`src/rtl/bram18_rd_pkg.sv`:
```
// Shared types and defaults for the BRAM18 stream reader: FSM state encoding,
// default geometry of the 1024x18 RAM port, and the command length clamp.
package bram18_rd_pkg;

    localparam int DEF_ADDR_W = 10;
    localparam int DEF_DATA_W = 16;
    localparam int DEF_PAR_W  = 2;
    localparam int DEF_LEN_W  = DEF_ADDR_W + 1;

    typedef enum logic [1:0] {
        IDLE,
        RUN,
        DRAIN,
        DONE_ST
    } rd_state_e;

    // A command can never cover more than the whole RAM once.
    function automatic int unsigned clamp_len(input int unsigned len,
                                              input int unsigned addr_w);
        int unsigned depth;
        depth = 32'd1 << addr_w;
        return (len > depth) ? depth : len;
    endfunction

endpackage

```
`src/rtl/bram18_stream_reader_skid.sv`:
```
// Two-entry FIFO that captures RAM read data and holds it under stream
// backpressure; each entry carries a tag marking the final beat of a command.
module bram_rd_skid
    import bram18_rd_pkg::*;
#(
    parameter int W = DEF_DATA_W + DEF_PAR_W
) (
    input  logic         clk,
    input  logic         ssr,
    input  logic         push,
    input  logic [W-1:0] push_data,
    input  logic         push_last,
    input  logic         pop,
    output logic [1:0]   occ,
    output logic [W-1:0] head_data,
    output logic         head_last
);

    logic [W:0] mem_q [2];
    logic [W:0] mem_d [2];
    logic       wr_ptr_q, wr_ptr_d;
    logic       rd_ptr_q, rd_ptr_d;
    logic [1:0] occ_q, occ_d;

    always_comb begin
        mem_d    = mem_q;
        wr_ptr_d = wr_ptr_q;
        rd_ptr_d = rd_ptr_q;
        occ_d    = occ_q;
        if (push) begin
            mem_d[wr_ptr_q] = {push_last, push_data};
            wr_ptr_d        = ~wr_ptr_q;
        end
        if (pop) begin
            rd_ptr_d = ~rd_ptr_q;
        end
        case ({push, pop})
            2'b10:   occ_d = occ_q + 2'd1;
            2'b01:   occ_d = occ_q - 2'd1;
            default: occ_d = occ_q;
        endcase
    end

    always_ff @(posedge clk) begin
        if (ssr) begin
            // NOTE: the storage is cleared on reset because the head entry
            // drives TDATA directly and must read as zero after reset.
            mem_q[0] <= '0;
            mem_q[1] <= '0;
            wr_ptr_q <= 1'b0;
            rd_ptr_q <= 1'b0;
            occ_q    <= 2'd0;
        end else begin
            mem_q    <= mem_d;
            wr_ptr_q <= wr_ptr_d;
            rd_ptr_q <= rd_ptr_d;
            occ_q    <= occ_d;
        end
    end

    assign occ       = occ_q;
    assign head_data = mem_q[rd_ptr_q][W-1:0];
    assign head_last = mem_q[rd_ptr_q][W];

endmodule

```
`src/rtl/bram18_stream_reader.sv`:
```
// Read-side initiator for one BRAM18 port: sweeps LEN addresses from BASE_ADDR
// and streams {parity, data} on valid/ready, marking the final beat with TLAST.
module bram18_stream_reader
    import bram18_rd_pkg::*;
#(
    parameter int ADDR_W = DEF_ADDR_W,
    parameter int DATA_W = DEF_DATA_W,
    parameter int PAR_W  = DEF_PAR_W,
    parameter int LEN_W  = ADDR_W + 1
) (
    input  logic                     CLK,
    input  logic                     SSR,
    input  logic                     START,
    input  logic [ADDR_W-1:0]        BASE_ADDR,
    input  logic [LEN_W-1:0]         LEN,
    output logic                     BUSY,
    output logic                     DONE,
    output logic                     RAM_EN,
    output logic                     RAM_WE,
    output logic [ADDR_W-1:0]        RAM_ADDR,
    input  logic [DATA_W-1:0]        RAM_DO,
    input  logic [PAR_W-1:0]         RAM_DOP,
    output logic [DATA_W+PAR_W-1:0]  TDATA,
    output logic                     TVALID,
    input  logic                     TREADY,
    output logic                     TLAST
);

    rd_state_e         state_q, state_d;
    logic [ADDR_W-1:0] addr_q, addr_d;
    logic [LEN_W-1:0]  remaining_q, remaining_d;
    logic              inflight_q, inflight_d;
    logic              inflight_last_q, inflight_last_d;
    logic              busy_q, busy_d;
    logic              done_q, done_d;

    logic [1:0]        occ;
    logic              head_last;
    logic              pop;
    logic              issue;
    logic [2:0]        credit_use;
    logic [LEN_W-1:0]  len_eff;

    assign len_eff = LEN_W'(clamp_len(32'(LEN), ADDR_W));

    assign TVALID = (occ != 2'd0);
    assign TLAST  = TVALID & head_last;
    assign pop    = TVALID & TREADY;

    // Words already buffered plus the one returning from the RAM, less the one
    // leaving this cycle, must leave room for a new read in the 2-entry FIFO.
    assign credit_use = {1'b0, occ} + {2'b00, inflight_q} - {2'b00, pop};
    assign issue      = (state_q == RUN) && (remaining_q != '0) && (credit_use < 3'd2);

    always_comb begin
        // NOTE: every signal gets a default before the case so no path through
        // this block can leave a value unassigned and infer a latch.
        state_d         = state_q;
        addr_d          = addr_q;
        remaining_d     = remaining_q;
        inflight_d      = issue;
        inflight_last_d = issue && (remaining_q == LEN_W'(1));
        done_d          = 1'b0;

        case (state_q)
            IDLE: begin
                if (START) begin
                    addr_d      = BASE_ADDR;
                    remaining_d = len_eff;
                    state_d     = (len_eff == '0) ? DONE_ST : RUN;
                end
            end
            RUN: begin
                if (issue) begin
                    addr_d      = addr_q + ADDR_W'(1);
                    remaining_d = remaining_q - LEN_W'(1);
                    if (remaining_q == LEN_W'(1)) begin
                        state_d = DRAIN;
                    end
                end
            end
            DRAIN: begin
                if (pop && TLAST) begin
                    state_d = DONE_ST;
                    done_d  = 1'b1;
                end
            end
            DONE_ST: begin
                // Coming from DRAIN the pulse is already up; an empty command
                // arrives here with it still low and raises it one cycle later.
                if (done_q) begin
                    state_d = IDLE;
                end else begin
                    done_d = 1'b1;
                end
            end
            default: state_d = IDLE;
        endcase

        busy_d = (state_d != IDLE);
    end

    always_ff @(posedge CLK) begin
        if (SSR) begin
            state_q         <= IDLE;
            addr_q          <= '0;
            remaining_q     <= '0;
            inflight_q      <= 1'b0;
            inflight_last_q <= 1'b0;
            busy_q          <= 1'b0;
            done_q          <= 1'b0;
        end else begin
            // NOTE: non-blocking assignments so every flop samples the values
            // from before this edge, independent of statement order.
            state_q         <= state_d;
            addr_q          <= addr_d;
            remaining_q     <= remaining_d;
            inflight_q      <= inflight_d;
            inflight_last_q <= inflight_last_d;
            busy_q          <= busy_d;
            done_q          <= done_d;
        end
    end

    bram_rd_skid #(
        .W (DATA_W + PAR_W)
    ) u_skid (
        .clk       (CLK),
        .ssr       (SSR),
        .push      (inflight_q),
        .push_data ({RAM_DOP, RAM_DO}),
        .push_last (inflight_last_q),
        .pop       (pop),
        .occ       (occ),
        .head_data (TDATA),
        .head_last (head_last)
    );

    assign RAM_EN   = issue;
    assign RAM_WE   = 1'b0;
    assign RAM_ADDR = addr_q;
    assign BUSY     = busy_q;
    assign DONE     = done_q;

endmodule

```
`config.mk`:
```
export PLATFORM = sky130hd
export DESIGN_NAME = bram18_stream_reader
export DESIGN_NICKNAME = d
export VERILOG_FILES = /design/src/rtl/bram18_rd_pkg.sv /design/src/rtl/bram18_stream_reader_skid.sv /design/src/rtl/bram18_stream_reader.sv
export SDC_FILE = /design/constraint.sdc
export NUM_CORES = 1
export LEC_CHECK = 0
export ABC_CLOCK_PERIOD_IN_PS = 2800
export CORE_MARGIN = 3
export CORE_UTILIZATION = 40
export CTS_CLUSTER_SIZE = 14
export DETAILED_ROUTE_END_ITERATION = 16
export HOLD_SLACK_MARGIN = 0.1
export PLACE_DENSITY = 0.72
export SLEW_MARGIN = 20
export SYNTH_ARGS = -nofsm -noshare
export SYNTH_HDL_FRONTEND = slang
export SYNTH_SLANG_ARGS = --single-unit
```
`constraint.sdc`:
```
create_clock -name CLK -period 2.8 [get_ports CLK]
set_input_delay 0.7 -clock CLK [delete_from_list [all_inputs] [get_ports CLK]]
set_output_delay 0.7 -clock CLK [all_outputs]
set_load 0.1 [all_outputs]
```
==> results.cfg, run 1 <==
[routing]
drc = 0
via_per_inst = 5.413
vias = 3340
drtIter0Drc = 130
wl_per_cell_um = 14.29
drtPass1Iterations = 4
antenna_left = 0
wl_um = 8819

[yosys]
synth_edf_count = 0
yosysTopAreaCellShare = 0.4090
synth_top_area_cell = dfxtp_1
synthFlopType = dfxtp_1
synth_commonest_cells = 101 x nand2_1, 69 x dfxtp_1, 64 x a21oi_1, 24 x nor2_1, 22 x clkbuf_1
synth-adder-area-share = 0.02075
synth_seq_cells = 69
syn-num-nets = 482
seq_area_frac_synth = 0.4090
synthArstFlopShare = 0
syn_area_um2 = 3377
synth_top_family_by_area = simple AND/OR/NAND/NOR gates
syn_inst = 434
synthMuxAreaShare = 0.06299
synth-compound-area-share = 0.1927
synthSimpleGateAreaFrac = 0.2471
synth_area_leaders = dfxtp_1 41%, nand2_1 11%, a21oi_1 9.5%
synth.most_common_cell = nand2_1
synthXorXnorAreaFrac = 0.01297
syn_avg_cell_area_um2 = 7.781
ys_types = 49
synth_warnings = 0

[die]
row_count = 32
coreArea_um2 = 7968
initial_core_util = 0.4238
die_area_um2 = 9580
ios = 77
die_w_um = 97.88
die_h_um = 97.88

[placement]
portBuffers = 75
gp_congestion = 0.8421
place_area_um2 = 4431
dp_hpwl_um = 6055

[global_route]
grt_pass1_vias = 3248
antenna_found_initial = 0
track_usage = 0.1821
grt-ovfl-total = 0
grt_first_pass_wirelength_um = 14610
grt_max_degree = 39

[power]
irDropWorstVdd_uv = 302.8
power_density_nw_per_um2 = 620.5
power_leakage_nw = 1.768

[cts]
cts_tree = yes
clockBufferDepth = 2
worstSkewPairLatency_ns = 0.35
numClockSinks = 69
cts_root_buffer = clkbuf_8
htreeDepth = 3
cts_made_buffers = 9
clkSlewWorstSetupHoldPaths_ns = 0.08

[timing]
finalSetupViolCount = 0
setup_tns_ns = 0
period_needed_ns = 2.738
hold_viol = 0
slew_viol_final = 0
rsz0062_at_grt = true
fin_crit_sh = 0.9780
fmax_mhz = 365.2
slew-limit-headroom = 0.4369
worst_pin_slew_ns = 0.8447
finalClockSkew_ns = 0.008780

[worst_hold_path]
hold_path_class = register to register

[cells_and_area]
diodes = 0
layout-drive-gt1-share = 0.2000
utilization = 0.5900
postLayoutCellArea_um2 = 4701
syn2layout_area_growth_pct = 39.20
final.fill_count = 697
fin_nets = 558

[critical_path]
crit_path_max_fanout = 3
cp-start-kind = primary input
cp-end-kind = output pin
cp.arrival_ns = 2.04
worstSetupPathType = primary input to output pin
cp_data_required_time_ns = 2.10

[job]
drv_cap = 0

[status]
status = completed
flip-flops by register name (all words and copies together), names as in the netlist:
| register | cells |
|---|---|
| DONE | 1 |
| u_skid.rd_ptr_q | 1 |
| inflight_q | 1 |
| RAM_ADDR | 10 |
| inflight_last_q | 1 |
| u_skid.occ | 2 |
| remaining_q | 11 |
| u_skid.wr_ptr_q | 1 |
| state_q | 2 |
| BUSY | 1 |
| u_skid.mem_q | 38 |
layout make-up:
class                      count  area, um2  share of cell area
multi-input combinational    323       1843              0.3921
clock buffer                   9      123.9             0.02635
timing repair buffer          97       1080              0.2297
inverter                      10      37.54            0.007985
tap                          102      127.6             0.02715
sequential                    69       1383              0.2941
clock inverter                 7      106.4             0.02262
routing by layer:
metal	track usage	up-vias	routed length [um]
met5	0	-	0
met4	0.06603	0	103
met3	0.04857	9	590
met2	0.3147	114	4216
met1	0.2166	1561	3909
li1	-	1656	-
critical path, cell delays in order:
cell	delay, ns
buf_6	0.09
and3_4	0.17
buf_4	0.13
fa_2	0.36
xnor2_2	0.18
nand3_2	0.11
nor2_4	0.11
buf_12	0.18
metrics by stage:
| step | hold slack (ns) | power (mW) | setup slack [ns] | cells |
|---|---|---|---|---|
| floorplan | 0.4321 | 1.720 | -0.1346 | 434 |
| global placement | 0.4380 | 1.977 | -0.3882 | 597 |
| detailed placement | 0.4428 | 1.992 | -0.4159 | 597 |
| CTS | 0.4541 | 2.930 | 0.006666 | 615 |
| global route | 0.4777 | 3.045 | -0.01233 | 617 |
| finish | 0.4533 | 2.917 | 0.06155 | 617 |
worst paths after layout:
path,start,endpoint,slack [ns],depth (start not counted)
worst max-delay path,TREADY,RAM_EN,0.06,8
worst min-delay path,u_skid.mem_q[3]$_SDFFE_PP0P_,u_skid.mem_q[3]$_SDFFE_PP0P_,0.45,2
worst max register to register,u_skid.occ[0]$_SDFFE_PP0P_,RAM_ADDR[0]$_SDFFE_PP0P_,0.34,12
worst min register to register,u_skid.mem_q[3]$_SDFFE_PP0P_,u_skid.mem_q[3]$_SDFFE_PP0P_,0.45,2
placed cells by master, fill, tap and decap left out, drive strengths merged, types with 3 or more instances in the layout:
cell           count
nand2            101
dfxtp             69
a21oi             64
buf               57
clkdlybuf4s50     40
nor2              24
mux2              18
o21ai             16
inv               13
nor3              11
nand3             11
clkbuf             9
nand2b             6
a311oi             6
a211oi             6
nor4               6
a31oi              5
and3               5
ha                 4
a21o               3
nor2b              3
or4                3
nor3b              3
xnor2              3
kinds of logic (layout without fill, tap and decap cells):
family                     after synthesis  after routing
and+or+nand+nor                        183            183
AOI/OAI and AO/OA                      110            110
DFF                                     69             69
buffers and inverters                   42            123
muxes                                   19             19
adders and majority gates                5              5
xor gates and xnor gates                 5              5
other                                    1              1
report_power, final:
part / internal [mW] / switching, mW
clock: 0.517 / 0.420
sequential: 1.04 / 0.0600
combinational: 0.317 / 0.559
repair_timing:
action | in CTS | in global routing
hold endpoints to repair | 0 | 0
gates resized for setup | 7 | 1
buffers inserted | 2 | 2
pin swaps | 6 | 6
hold buffers | 0 | 0
endpoints found under the setup margin | 11 | 1
No activity file was read; power rests on OpenSTA's default activity.
==> run 2: changes to the inputs <==
- CAP_MARGIN: not set -> 20
- MAX_ROUTING_LAYER: not set -> met4
==> run 2 against run 1 <==
  * Design area is the same
  * Sequential share of layout area unchanged
  * Core utilization is the same
  * Largest cell class unchanged
  * Global-route usage up 0.59 points
  * Combinational power about the same
  * Sequential cell count unchanged
==> results.cfg, run 2 (synthesized netlist as in run 1, its figures left out) <==
[job]
drv_cap = 0

[power]
power_leakage_nw = 1.768
irDropWorstVdd_uv = 302.9
finalPower_mw = 2.920
power_density_nw_per_um2 = 621.1

[worst_hold_path]
hp-start = u_skid.mem_q[3]$_SDFFE_PP0P_
hold_path_class = register to register

[timing]
fin_crit_sh = 0.9779
period_needed_ns = 2.738
rsz0062_at_grt = true
slew-limit-headroom = 0.4473
finalClockSkew_ns = 0.008580
slew_viol_final = 0
fmax_mhz = 365.2
setup_slack_ns = 0.06177
worst_pin_slew_ns = 0.8290
hold_viol = 0
finalSetupViolCount = 0

[routing]
drc = 0
drtIter0Drc = 130
drtPass1Iterations = 4
antenna_left = 0
wl_per_cell_um = 14.38
wl_um = 8872
via_per_inst = 5.386
vias = 3323

[cts]
clockBufferDepth = 2
numClockSinks = 69
cts_tree = yes
worstSkewPairLatency_ns = 0.35
htreeDepth = 3
cts_made_buffers = 9
cts_root_buffer = clkbuf_8
clkSlewWorstSetupHoldPaths_ns = 0.08

[cells_and_area]
layout.cells.most_common = nand2_1
layout-drive-gt1-share = 0.2000
utilization = 0.5900
fin_nets = 558
syn2layout_area_growth_pct = 39.20
postLayoutCellArea_um2 = 4701
largest_reg_flops = 38
layout_common_cells = 101 x nand2_1, 68 x dfxtp_1, 64 x a21oi_1
regMostFlops = u_skid.mem_q
fin_cells = 617
final.fill_count = 697
diodes = 0

[global_route]
grt_max_degree = 39
grt-ovfl-total = 0
grt_pass1_vias = 3244
track_usage = 0.1880
antenna_found_initial = 0
grt_first_pass_wirelength_um = 14630

[critical_path]
worstSetupStartpoint = TREADY
path_cells = buf_6 > and3_4 > buf_4 > fa_2 > xnor2_2 > nand3_2 > nor2_4 > buf_12
cp_data_required_time_ns = 2.10
worstSetupPathType = primary input to output pin
crit_path_top_delay_cell = fa_2
cp-end-kind = output pin
cp.arrival_ns = 2.04
crit_path_max_fanout = 3
cp-start-kind = primary input
r2r_start = u_skid.occ[0]$_SDFFE_PP0P_
crit_path_max_incr_delay_ns = 0.36

[die]
ios = 77
die_w_um = 97.88
die_area_um2 = 9580
initial_core_util = 0.4238
coreArea_um2 = 7968
row_count = 32
die_h_um = 97.88

[status]
status = completed

[placement]
place_area_um2 = 4431
dpl.cell_count = 597
gp_congestion = 0.8552
dp_hpwl_um = 6055
pre_cts_ws_ns = -0.4159
portBuffers = 75
[run 2: final timing paths]
check	end	slack, ns	depth (start not counted)
worst max-delay path	RAM_EN	0.06	8
worst max register to register	RAM_ADDR[0]$_SDFFE_PP0P_	0.34	12
worst min-delay path	u_skid.mem_q[3]$_SDFFE_PP0P_	0.45	2
worst min register to register	u_skid.mem_q[3]$_SDFFE_PP0P_	0.45	2
[run 2: cell type report]
class	instances	area, um2	share of cell area
clock buffers	9	123.9	0.02635
clock inverters	7	106.4	0.02262
inverters	10	37.54	0.007985
multi-input cells	323	1843	0.3921
flip-flops and latches	69	1383	0.2941
well taps	102	127.6	0.02715
repair buffers	97	1080	0.2297
[run 2: through the flow]
stage / hold slack, ns / setup TNS, ns
global route: 0.4777 / -0.01233
CTS: 0.4541 / 0
finish: 0.4533 / 0
global placement: 0.4380 / -6.619
floorplan: 0.4321 / -0.1346
detailed placement: 0.4428 / -7.528
[run 2: critical path, delay by kind of cell]
family	cells	cell delay (ns)
AND/OR/NAND/NOR	3	0.39
adder cells (fa/ha/maj)	1	0.36
buffers and inverters	3	0.40
XOR/XNOR	1	0.18
[run 2: routing by layer]
metal,global-route usage,vias up,wire [um]
met2,0.3147,112,4205
met1,0.2188,1549,4040
met3,0.05357,6,570
met4,0.05644,0,56
met5,-,-,0
li1,-,1656,-
[run 2: timing repair]
action	in CTS	in global routing
gates resized for setup	7	1
hold buffers	0	0
setup buffers	2	2
hold endpoints to repair	0	0
pin swaps	6	6
setup endpoints to repair	11	1
[run 2: where the power goes]
part / total [mW] / switching [mW] / internal, mW
combinational: 0.877 / 0.560 / 0.317
sequential: 1.10 / 0.0608 / 1.04
clock: 0.938 / 0.422 / 0.517
total: 2.92 / 1.04 / 1.88
